## config.mk

```make
export PLATFORM = sky130hd
export DESIGN_NAME = over_history_fifo
export DESIGN_NICKNAME = d
export VERILOG_FILES = /design/src/rtl/over_history_fifo_pkg.sv /design/src/rtl/over_history_fifo_ram.sv /design/src/rtl/over_history_fifo.sv
export SDC_FILE = /design/constraint.sdc
export NUM_CORES = 1
export LEC_CHECK = 0
export BUFFER_PORTS_ARGS = -buffer_cell sky130_fd_sc_hd__clkbuf_2
export CAP_MARGIN = 20
export CORE_ASPECT_RATIO = 2
export CORE_MARGIN = 5
export CORE_UTILIZATION = 29
export CTS_CLUSTER_SIZE = 28
export DETAILED_ROUTE_END_ITERATION = 12
export PLACE_DENSITY = 0.45
export RECOVER_POWER = 25
export SLEW_MARGIN = 20
export SYNTH_ARGS = -nofsm -noshare
export SYNTH_HDL_FRONTEND = slang
export SYNTH_SLANG_ARGS = --single-unit
export TNS_END_PERCENT = 1
```

## constraint.sdc

```tcl
create_clock -name clk_fpga -period 8.2 [get_ports clk_fpga]
set_input_delay 1.23 -clock clk_fpga [delete_from_list [all_inputs] [get_ports clk_fpga]]
set_output_delay 1.23 -clock clk_fpga [all_outputs]
set_load 0.05 [all_outputs]
```

## src/rtl/over_history_fifo_pkg.sv

```systemverilog
// Shared constants and outcome decode for the delivery history FIFO.
package over_history_fifo_pkg;

  localparam int unsigned DEPTH_DEF = 16;
  localparam int unsigned RECW_DEF  = 10;

  // Outcome code boundaries (4-bit LFSR code)
  localparam logic [3:0] CODE_DOT_MAX   = 4'd2;
  localparam logic [3:0] CODE_ONE_MAX   = 4'd6;
  localparam logic [3:0] CODE_TWO_MAX   = 4'd9;
  localparam logic [3:0] CODE_THREE     = 4'd10;
  localparam logic [3:0] CODE_FOUR      = 4'd11;
  localparam logic [3:0] CODE_SIX       = 4'd12;
  localparam logic [3:0] CODE_EXTRA_MAX = 4'd14;
  localparam logic [3:0] CODE_WICKET    = 4'd15;

  // Runs credited per outcome class
  localparam logic [2:0] RUNS_DOT   = 3'd0;
  localparam logic [2:0] RUNS_ONE   = 3'd1;
  localparam logic [2:0] RUNS_TWO   = 3'd2;
  localparam logic [2:0] RUNS_THREE = 3'd3;
  localparam logic [2:0] RUNS_FOUR  = 3'd4;
  localparam logic [2:0] RUNS_SIX   = 3'd6;

  // Record field positions
  localparam int unsigned REC_TEAM     = 9;
  localparam int unsigned REC_WICKET   = 8;
  localparam int unsigned REC_EXTRA    = 7;
  localparam int unsigned REC_RUNS_LSB = 4;
  localparam int unsigned REC_IDX_LSB  = 1;

  typedef struct packed {
    logic [2:0] runs;
    logic       extra;
    logic       wicket;
  } outcome_t;

  function automatic outcome_t decode_outcome(input logic [3:0] code);
    outcome_t o;
    o = '0;
    if (code <= CODE_DOT_MAX)        o.runs = RUNS_DOT;
    else if (code <= CODE_ONE_MAX)   o.runs = RUNS_ONE;
    else if (code <= CODE_TWO_MAX)   o.runs = RUNS_TWO;
    else if (code == CODE_THREE)     o.runs = RUNS_THREE;
    else if (code == CODE_FOUR)      o.runs = RUNS_FOUR;
    else if (code == CODE_SIX)       o.runs = RUNS_SIX;
    else if (code <= CODE_EXTRA_MAX) o.extra = 1'b1;
    else if (code == CODE_WICKET)    o.wicket = 1'b1;
    return o;
  endfunction

endpackage

```

## src/rtl/over_history_fifo_ram.sv

```systemverilog
// DEPTH x RECW record storage: synchronous write, asynchronous read.
module history_ram #(
  parameter int unsigned DEPTH = 16,
  parameter int unsigned RECW  = 10
) (
  input  logic                     clk,
  input  logic                     we,
  input  logic [$clog2(DEPTH)-1:0] waddr,
  input  logic [RECW-1:0]          wdata,
  input  logic [$clog2(DEPTH)-1:0] raddr,
  output logic [RECW-1:0]          rdata
);

  logic [RECW-1:0] mem [DEPTH];

  // Store one record per accepted write
  always_ff @(posedge clk) begin
    if (we) mem[waddr] <= wdata;
  end

  assign rdata = mem[raddr];

endmodule

```

## src/rtl/over_history_fifo.sv

```systemverilog
// Delivery history FIFO with per-over run tracking.
module over_history_fifo
  import over_history_fifo_pkg::*;
#(
  parameter int unsigned DEPTH = DEPTH_DEF,
  parameter int unsigned RECW  = RECW_DEF
) (
  input  logic                   clk_fpga,
  input  logic                   reset,
  input  logic                   delivery,
  input  logic                   teamSwitch,
  input  logic [3:0]             lfsr_out,
  input  logic                   inningOver,
  input  logic                   gameOver,
  input  logic                   clear,
  input  logic                   rd_en,
  output logic [RECW-1:0]        rd_data,
  output logic                   rd_valid,
  output logic [$clog2(DEPTH):0] count,
  output logic                   full,
  output logic                   empty,
  output logic                   overflow,
  output logic [7:0]             over_runs,
  output logic [7:0]             last_over_runs,
  output logic                   over_done
);

  localparam int unsigned AW        = $clog2(DEPTH);
  localparam logic [AW:0] DEPTH_CNT = (AW+1)'(DEPTH);

  logic [AW-1:0]   wr_ptr, rd_ptr;
  logic [AW:0]     cnt;
  logic [2:0]      ball_idx;
  logic            team_q;
  outcome_t        oc;
  logic            wr_req, do_wr, do_rd, legal, team_chg, over_end;
  logic [8:0]      run_sum;
  logic [7:0]      run_sat;
  logic [RECW-1:0] rec, ram_rdata;

  history_ram #(.DEPTH(DEPTH), .RECW(RECW)) u_ram (
    .clk   (clk_fpga),
    .we    (do_wr),
    .waddr (wr_ptr),
    .wdata (rec),
    .raddr (rd_ptr),
    .rdata (ram_rdata)
  );

  // Decode the delivery, qualify write/pop, and assemble the record
  always_comb begin
    oc       = decode_outcome(lfsr_out);
    legal    = !oc.extra;
    wr_req   = delivery && !inningOver && !gameOver;
    team_chg = teamSwitch ^ team_q;
    full     = (cnt == DEPTH_CNT);
    empty    = (cnt == '0);
    // A full FIFO still accepts a write when the same cycle pops the head
    do_rd    = rd_en && !empty && !clear;
    do_wr    = wr_req && (!full || rd_en) && !clear;
    over_end = wr_req && legal && (ball_idx == 3'd5);
    run_sum  = {1'b0, over_runs} + {6'd0, oc.runs};
    run_sat  = run_sum[8] ? 8'hFF : run_sum[7:0];
    rec                          = '0;
    rec[REC_TEAM]                = teamSwitch;
    rec[REC_WICKET]              = oc.wicket;
    rec[REC_EXTRA]               = oc.extra;
    rec[REC_RUNS_LSB +: 3]       = oc.runs;
    rec[REC_IDX_LSB +: 3]        = ball_idx;
  end

  // Pointer, occupancy and sticky overflow state
  always_ff @(posedge clk_fpga) begin
    if (reset || clear) begin
      wr_ptr   <= '0;
      rd_ptr   <= '0;
      cnt      <= '0;
      overflow <= 1'b0;
    end else begin
      if (do_wr) wr_ptr <= wr_ptr + AW'(1);
      if (do_rd) rd_ptr <= rd_ptr + AW'(1);
      case ({do_wr, do_rd})
        2'b10:   cnt <= cnt + (AW+1)'(1);
        2'b01:   cnt <= cnt - (AW+1)'(1);
        default: cnt <= cnt;
      endcase
      if (wr_req && full && !rd_en) overflow <= 1'b1;
    end
  end

  // Over tracking: ball index, running total, completed-over latch
  always_ff @(posedge clk_fpga) begin
    if (reset) begin
      over_runs      <= '0;
      last_over_runs <= '0;
      over_done      <= 1'b0;
      ball_idx       <= '0;
      team_q         <= teamSwitch;
    end else begin
      team_q    <= teamSwitch;
      over_done <= over_end;
      if (over_end) last_over_runs <= run_sat;
      // Team change zeroes the tally even if a ball is bowled this cycle
      if (team_chg) begin
        over_runs <= '0;
        ball_idx  <= '0;
      end else if (wr_req) begin
        if (over_end) begin
          over_runs <= '0;
          ball_idx  <= '0;
        end else begin
          over_runs <= run_sat;
          if (legal) ball_idx <= ball_idx + 3'd1;
        end
      end
    end
  end

  assign rd_data  = empty ? '0 : ram_rdata;
  assign rd_valid = !empty;
  assign count    = cnt;

endmodule

```

Yosys cells after proc, flatten, opt, wreduce, memory -nomap -nowiden:

Memories as Yosys holds them, arrays and structs flattened. A register that Yosys moved wholly into a read port is not among the register bits.
Index checks and enable logic that the tools add are counted.

* register bits: 35
* latch bits: 0
* bits in writable memories: 144
* ROM bits: 0
* input bits: 12
* logic and storage cells: 78
* memories kept: 1

Memories
* u_ram.mem: words 16, width 9, read ports 1, clocked after Yosys merged registers in 1, write ports 1, RTL line over_history_fifo_ram.sv:14 `logic [RECW-1:0] mem [DEPTH];`

* add/subtract/negate cells: 6
* $mul: 0
* div/mod/pow operators: 0
* $lt $le $gt $ge: 4
* equality and inequality tests: 9
* shift operators: 0
* multiplexer cells: 25
* bitwise gates (word level): 1
* reductions and logical operators: 23

Operators with widths (number)
* $mux W3: 8
* $eq A4 B4 Y1 const B: 4
* $mux W8: 2
* $mux W2: 6
* $logic_and A1 B1 Y1: 10
* $mux W10: 1
* $pmux W5 S2: 1
* $add A8 B3 Y9: 1
* $add A4 B1 Y4 const B: 2
* $le A4 B4 Y1 const B: 2
* $mux W4: 2
* $logic_not A1 Y1: 7
* $add A5 B1 Y5 const B: 1
* $eq A5 B5 Y1 const B: 1
* $logic_not A5 Y1: 1
* $mux W1: 5
* $sub A5 B1 Y5 const B: 1
* $le A4 B2 Y1 const B: 1
* $le A4 B3 Y1 const B: 1
* $add A3 B1 Y3 const B: 1
* $eq A3 B3 Y1 const B: 1
* $eq A2 B1 Y1 const B: 1
* $eq A2 B2 Y1 const B: 1
* $logic_or A1 B1 Y1: 2
* other kinds (5): 5

Depth between registers and ports, before layout:

Gate-level depths: netlist of run 1.

* word-level depth: 14
* depth in mapped cells: 11
* depth with buffers taken out: 11

By module:

A second synthesis of run 1 with hierarchy kept.

* cell total of the unflattened synthesis: 507
* area total of the unflattened synthesis: 8122.8 um2

Modules (own cells, without submodules)
* history_ram: times used 1, cells each 269, area each 6153.4 um2, sequential area each 4804.6 um2
* over_history_fifo: times used 1, cells each 238, area each 1969.4 um2, sequential area each 700.7 um2

Least setup slack after synthesis of run 1:

No wires, ideal clock.

* kind: input -> register
* from: in lfsr_out[0]
* to: reg over_runs[6]
* library setup time: 0.128 ns
* data arrival time: 3.741 ns
* required time: 8.072 ns
* path slack: 4.331 ns
* stages on the path: 11
* path through: nand2_1 inv_1 o21ai_0 ha_1 inv_1 fa_1 nor2b_1 o2111ai_1 mux2_2 a22oi_1 nor2_1

RTL lines
* start, declared: RTL line over_history_fifo.sv:12 `input logic [3:0] lfsr_out,`
* end signal, assigned: RTL line over_history_fifo.sv:112 `over_runs <= run_sat;`
* end, declared: RTL line over_history_fifo.sv:23 `output logic [7:0] over_runs,`

==> results of run 1 <==
-- flip-flops by register name (all words and copies together), names as in the netlist, named ones only --
register        cells
over_done           1
count               5
u_ram.mem         144
wr_ptr              4
over_runs           8
ball_idx            3
last_over_runs      8
team_q              1
rd_ptr              4
overflow            1
-- cell type report --
type | instances | area, µm² | area share [%]
sequential | 183 | 5109 | 57.74
multi-input combinational | 258 | 2380 | 26.90
clock buffer | 17 | 425.4 | 4.808
tap | 340 | 425.4 | 4.808
timing repair buffer | 51 | 256.5 | 2.899
clock inverter | 15 | 198.9 | 2.249
inverter | 14 | 52.55 | 0.5940
-- power groups by stage --
stage	clock [µW]	combinational [µW]	sequential, µW
6_report	870	41.5	999
5_1_grt	930	46.4	999
3_3_place_gp	0	41.4	1020
4_1_cts	892	43.2	999
3_5_place_dp	0	43.0	1020
2_1_floorplan	0	25.5	1020
-- stage by stage --
stage	power (µW)	utilization, %	setup slack (ns)	instances
5_1_grt	1976	34.35	4.135	878
6_report	1910	34.35	4.288	878
3_3_place_gp	1061	31.80	4.145	845
4_1_cts	1934	34.32	4.221	877
3_5_place_dp	1063	31.90	3.821	845
2_1_floorplan	1046	-	4.331	478
-- cell usage in the layout, fill, tap and decap left out, types with 5 or more instances in the layout --
cell	Yosys	routed
edfxtp_1	144	144
nor2_1	46	43
clkbuf_2	1	43
dfxtp_1	39	38
mux4_2	36	36
nand2_1	27	27
mux2i_1	22	22
clkbuf_16	0	17
inv_1	14	14
ha_1	14	14
a21oi_1	12	12
xor2_1	11	11
o22ai_1	9	9
o21ai_0	9	8
xnor2_1	6	6
nand2b_1	5	5
clkbuf_1	11	5
-- metal layers --
metal	wire [µm]	part of all wire, %	global-route usage (%)	up-vias
met5	0	0	0	-
li1	-	-	-	1922
met4	349	2.0	4.323	0
met2	9553	56	22.19	81
met3	502	2.9	2.437	17
met1	6674	39	13.56	2132
-- final timing paths --
kind,from,to,depth (start not counted)
worst max-delay path,flop,rd_data[1],4
worst min-delay path,overflow,overflow,2
worst max register to register,count[0],count[4],10
worst min register to register,overflow,overflow,2
-- worst max-delay path: stages (launching register included) --
cell	delay (ns)
dfxtp_4	0.84
mux4_2	0.58
mux2i_1	0.32
o22ai_1	0.18
clkbuf_2	0.29
-- kinds of logic after synthesis --
logic type | after synthesis | synth area share, %
AO/OA/AOI/OAI | 56 | 5.063
AND/OR/NAND/NOR | 107 | 6.695
flip-flops | 183 | 67.28
adder cells (fa/ha/maj) | 17 | 2.968
XOR/XNOR | 17 | 1.962
other | 1 | 0.04942
buffers and inverters | 37 | 2.094
multiplexers | 60 | 13.89
==> results.md, run 1 <==
- Vias: approximately 4.2k
- Top cells by count, synth: 144 x edfxtp_1, 46 x nor2_1, 39 x dfxtp_1
- Worst-skew pair later-pin latency: around 0.42 ns
- Switch share: just over 20%
- # resized after CTS: 0
- Finish-stage setup viols: 0
- Clk sinks: 183
- Main flop type after synthesis: edfxtp_1
- Slew Limit Headroom: a little over a quarter
- DRT iter0 DRCs: 202
- Number of global-route vias before repair: 4425
- Port bufs: between 40 and 50
- Syn_nets: 506
- First-pass GRT wire length: between 20000 and 30000 µm
- Core area: roughly 26000 µm²
- IO Pins: between 40 and 50
- Crit Path Category: reg -> out
- Max clock buf depth: 2
- VDD IR max: 0.1284 mV
- #FFs+latches synth: between 150 and 200
- Synth top area cells: edfxtp_1 57%, mux4_2 11%, dfxtp_1 10%
- Area grow syn2layout: 16.61%
- Asr flop ratio synth: 0%
- Final worst path period share: between 40 and 50%
- Most common cell in the netlist: edfxtp_1
- Synth top area share: roughly 57%
- HP Class: reg -> reg
- Max_cap viols: 0
- Yosys cell types: 53
- Pin count of the biggest net entering global routing: 37
- Clock share of power: 45.5%
- Final instance area: 8847 µm²
- Worst setup SP type: flop
- Htree depth: 4
- CTS tree: yes
- Worst-Margin Slew: between 1 and 1.5 ns
- CP max FO: 36
- RSZ-0062 raised after global routing: no
- Switching power: 389.3 µW
- Clock slew at reported path FFs: approximately 0.07 ns
- Inserted Diodes: 0
- Share of cells above drive strength 1: 24.35%
- Synthesized instance count: about 480
- Area post-placement: between 8000 and 9000 µm²
- Fill count: approximately 2.6k
- CP Capture Type: primary output
- Req. time, crit path: between 6 and 7 ns
- Cts bufs inserted: 17
- TNS Setup: 0 ns
- Dpl hpwl: ~12000 µm
- Slew Limit Fails: 0
- Grt total ovfl: 0
- Seq pwr share: between 50% and 60%
- # DRC: 0
- Final nets: between 500 and 600
- Detail Route Antenna Nets: 0
- Die H: about 240 µm
- CP arrival: 2.68 ns
- Pwr per Cell Area: around 220 nW/µm²
- Status: finished clean
- P_int: 1521 µW
- Hold-fix buffers, CTS: 0
- CTS root buf: clkbuf_16
- Avg Inst Size Synth: between 15 and 20 µm²
- Yosys warning total: 0
- Sequential share of the synthesized area: between 60% and 70%
- Crit path time final: 3.912 ns
- Post-CTS Setup Bufs: 0
- Pleak: about 0.0028 µW
- Final hold violations: 0
- Syn Std Cell Area: around 7600 µm²
- DRT Pass-1 Iters: 5
- Die outline area: 29690 µm²
- Total track usage: 11.98%
- Combinational fraction of design power: under 10%
- Flop-to-flop setup slack: approximately 5.4 ns
- Num rows: 83
- Max Clock Skew: 0.01067 ns
- Post-synth EDFFs: between 100 and 150
- Vias/cell: about 4.7
- Fmax: between 0.2 and 0.3 GHz
- Routability Congestion: 0.7366
- WL/cell: between 15 and 20 µm
- DRT Wirelength: 17080 µm
- Die width: 124.4 µm
- Initial antenna violation count: 0
- Initial core utilization: between 20% and 30%
- Hold slack: between 0.4 and 0.5 ns
- Post-synth top area cell: edfxtp_1
(Power assumes the default switching activity.)
==> run 2: changes to the inputs <==
ABC_AREA = 1   (was unset)
clock period = 3.67 ns   (was 8.2 ns; I/O delays follow)
==> results.md, run 2 <==
- Inserted Diodes: 0
- Worst setup SP type: flop
- CTS tree: yes
- Dpl hpwl: about 15000 µm
- # DRC: 0
- Routability Congestion: roughly 0.81
- Worst path cell trace: inv_2, buf_4, nand2_1, nand3_1, nand3_1, nand2_1, nand2_1, a21oi_1, clkbuf_2
- Total track usage: between 10% and 20%
- Share of cells above drive strength 1: 14.17%
- Top cells by count, synth: 251 x nand2_1, 144 x edfxtp_1, 125 x nand3_1
- Clk sinks: between 150 and 200
- Most common cell in the netlist: nand2_1
- Final worst path period share: 84.68%
- Slew Limit Fails: 0
- Post-CTS Setup Bufs: 0
- TNS Setup: 0 ns
- Tot Pwr: about 4200 µW
- CP max FO: 20
- Vias/cell: ~4.6
- Req. time, crit path: around 3.1 ns
- Asr flop ratio synth: 0%
- Yosys warning total: 0
- # resized after CTS: 0
- Max stage delay on crit path: about 0.44 ns
- Synth top area cells: edfxtp_1 55%, nand2_1 12%, dfxtp_1 9.9%
- Max Clock Skew: about 0.0096 ns
- WL/cell: between 15 and 20 µm
- Worst-Margin Slew: 1.129 ns
- Sequential share of the synthesized area: between 60 and 70%
- CP delay by family, top: buffers and inverters
- Cts bufs inserted: 17
- Largest regs: u_ram.mem (144), last_over_runs (8), over_runs (8)
- Htree depth: 4
- Initial core utilization: around 29%
- Max reg flops: 144
- Clock slew at reported path FFs: roughly 0.07 ns
- CP arrival: about 2.6 ns
- Max clock buf depth: 2
- Largest Register: u_ram.mem
- DRT Pass-1 Iters: 4
- Commonest non-fill, non-tap cell in the layout: nand2_1
- Syn Std Cell Area: ~7900 µm²
- Synth top area share: a little over half
- RSZ-0062 raised after global routing: no
- Die outline area: about 31000 µm²
- Status: finished clean
- Pleak: ~0.0035 µW
- Num rows: 85
- Number of global-route vias before repair: between 5k and 6k
- DRT iter0 DRCs: 260
- Die H: between 200 and 250 µm
- Detail Route Antenna Nets: 0
- Slew Limit Headroom: around a quarter
- Finish-stage setup viols: 0
- Slowest-stage cell, CP: dfxtp_2
- Final hold violations: 0
- VDD IR max: approximately 0.31 mV
- Pin count of the biggest net entering global routing: 37
- Pwr per Cell Area: 456.0 nW/µm²
- #FFs+latches synth: ~180
- Core area: 26910 µm²
- Synthesized instance count: 780
- Final nets: slightly below 900
- CP Capture Type: primary output
- Post-synth top area cell: edfxtp_1
- CTS root buf: clkbuf_16
- DRT Wirelength: 21250 µm
- First-pass GRT wire length: around 33000 µm
- Hold-fix buffers, CTS: 0
- Highest-count cells in the layout ignoring fill and taps: 251 x nand2_1, 144 x edfxtp_1, 125 x nand3_1, 51 x nor2_1, 44 x clkbuf_2
- Die width: 126.7 µm
- Post-synth EDFFs: between 100 and 150
- Initial antenna violation count: 0
- Cell repeated most along the worst path: nand2_1
- Max_cap viols: 0
- Avg Inst Size Synth: roughly 10 µm²
- Area grow syn2layout: 17.06%
- Buf/Inv on CP: 3
- Worst-skew pair later-pin latency: 0.43 ns
- HP Class: in -> reg
- Main flop type after synthesis: edfxtp_1
- Fmax: approximately 0.32 GHz
- Yosys cell types: 36
- Vias: between 5k and 6k
- Crit Path Category: reg -> out
- Grt total ovfl: 0
- Crit path time final: 3.108 ns
- Port bufs: 46
- IO Pins: 48
- Syn_nets: 808
[run 2: cell count changes in the layout (fill, tap and decap cells not counted), moves of 9 or more]
cell / delta
buf_4: +22
a21oi_1: +24
mux2i_1: -22
nand2_1: +224
inv_2: +9
mux4_2: -36
o22ai_1: -9
nand3_1: +122
inv_1: +19
[run 2: worst paths after layout]
kind | startpoint | endpoint | slack, ns | cells past startpoint
max | flop | rd_data[2] | 0.56 | 9
min | reset | over_done | 0.33 | 2
max reg2reg | count[0] | count[3] | 1.17 | 13
min reg2reg | rd_ptr[2] | rd_ptr[2] | 0.49 | 2
[run 2: cell type report]
| class | count | area [µm²] |
|---|---|---|
| repair buffers | 77 | 454.2 |
| inverters | 47 | 178.9 |
| clock inverters | 15 | 166.4 |
| fillers | 2788 | 17660 |
| clock buffers | 17 | 425.4 |
| well taps | 348 | 435.4 |
| flip-flops and latches | 183 | 5106 |
| multi-input cells | 522 | 2480 |
[run 2: per-stage QoR]
stage          instance area (µm²)  hold WS, ns  utilization, %  std cells  setup slack (ns)
4_1_cts                       9273       0.3100           34.46       1209            0.4999
6_report                      9246       0.3311           34.36       1209            0.5622
3_3_place_gp                  8681       0.4601           32.26       1177            0.8550
2_1_floorplan                 7899       0.4468               -        780            0.2023
3_5_place_dp                  8681       0.4747           32.26       1177            0.7863
5_1_grt                       9246       0.3194           34.36       1209            0.3979
[run 2: power by group]
part | switching, µW | total (µW) | internal (µW)
sequential | 3.68 | 2230 | 2230
combinational | 109 | 142 | 33.5
clock | 822 | 1840 | 1020
total | 935 | 4220 | 3280
[run 2: logic make-up (layout without fill, tap and decap cells)]
kind of cell    Yosys count  in the layout  synth area share, %
fa+ha+maj                16             16                2.725
xor+xnor                  9              9               0.9980
flops                   183            183                64.63
buf+inv                  75            156                3.976
compound gates           55             55                3.786
simple gates            441            441                23.84
other cells               1              1              0.04748
[run 2: per-layer routing]
layer  part of all wire (%)  GRT usage (%)  vias up
met5                      0              0        -
met4                    3.3          6.633        0
met3                    2.4          2.389       36
met2                     57          27.33      114
met1                     38          14.41     2665
li1                       -              -     2782
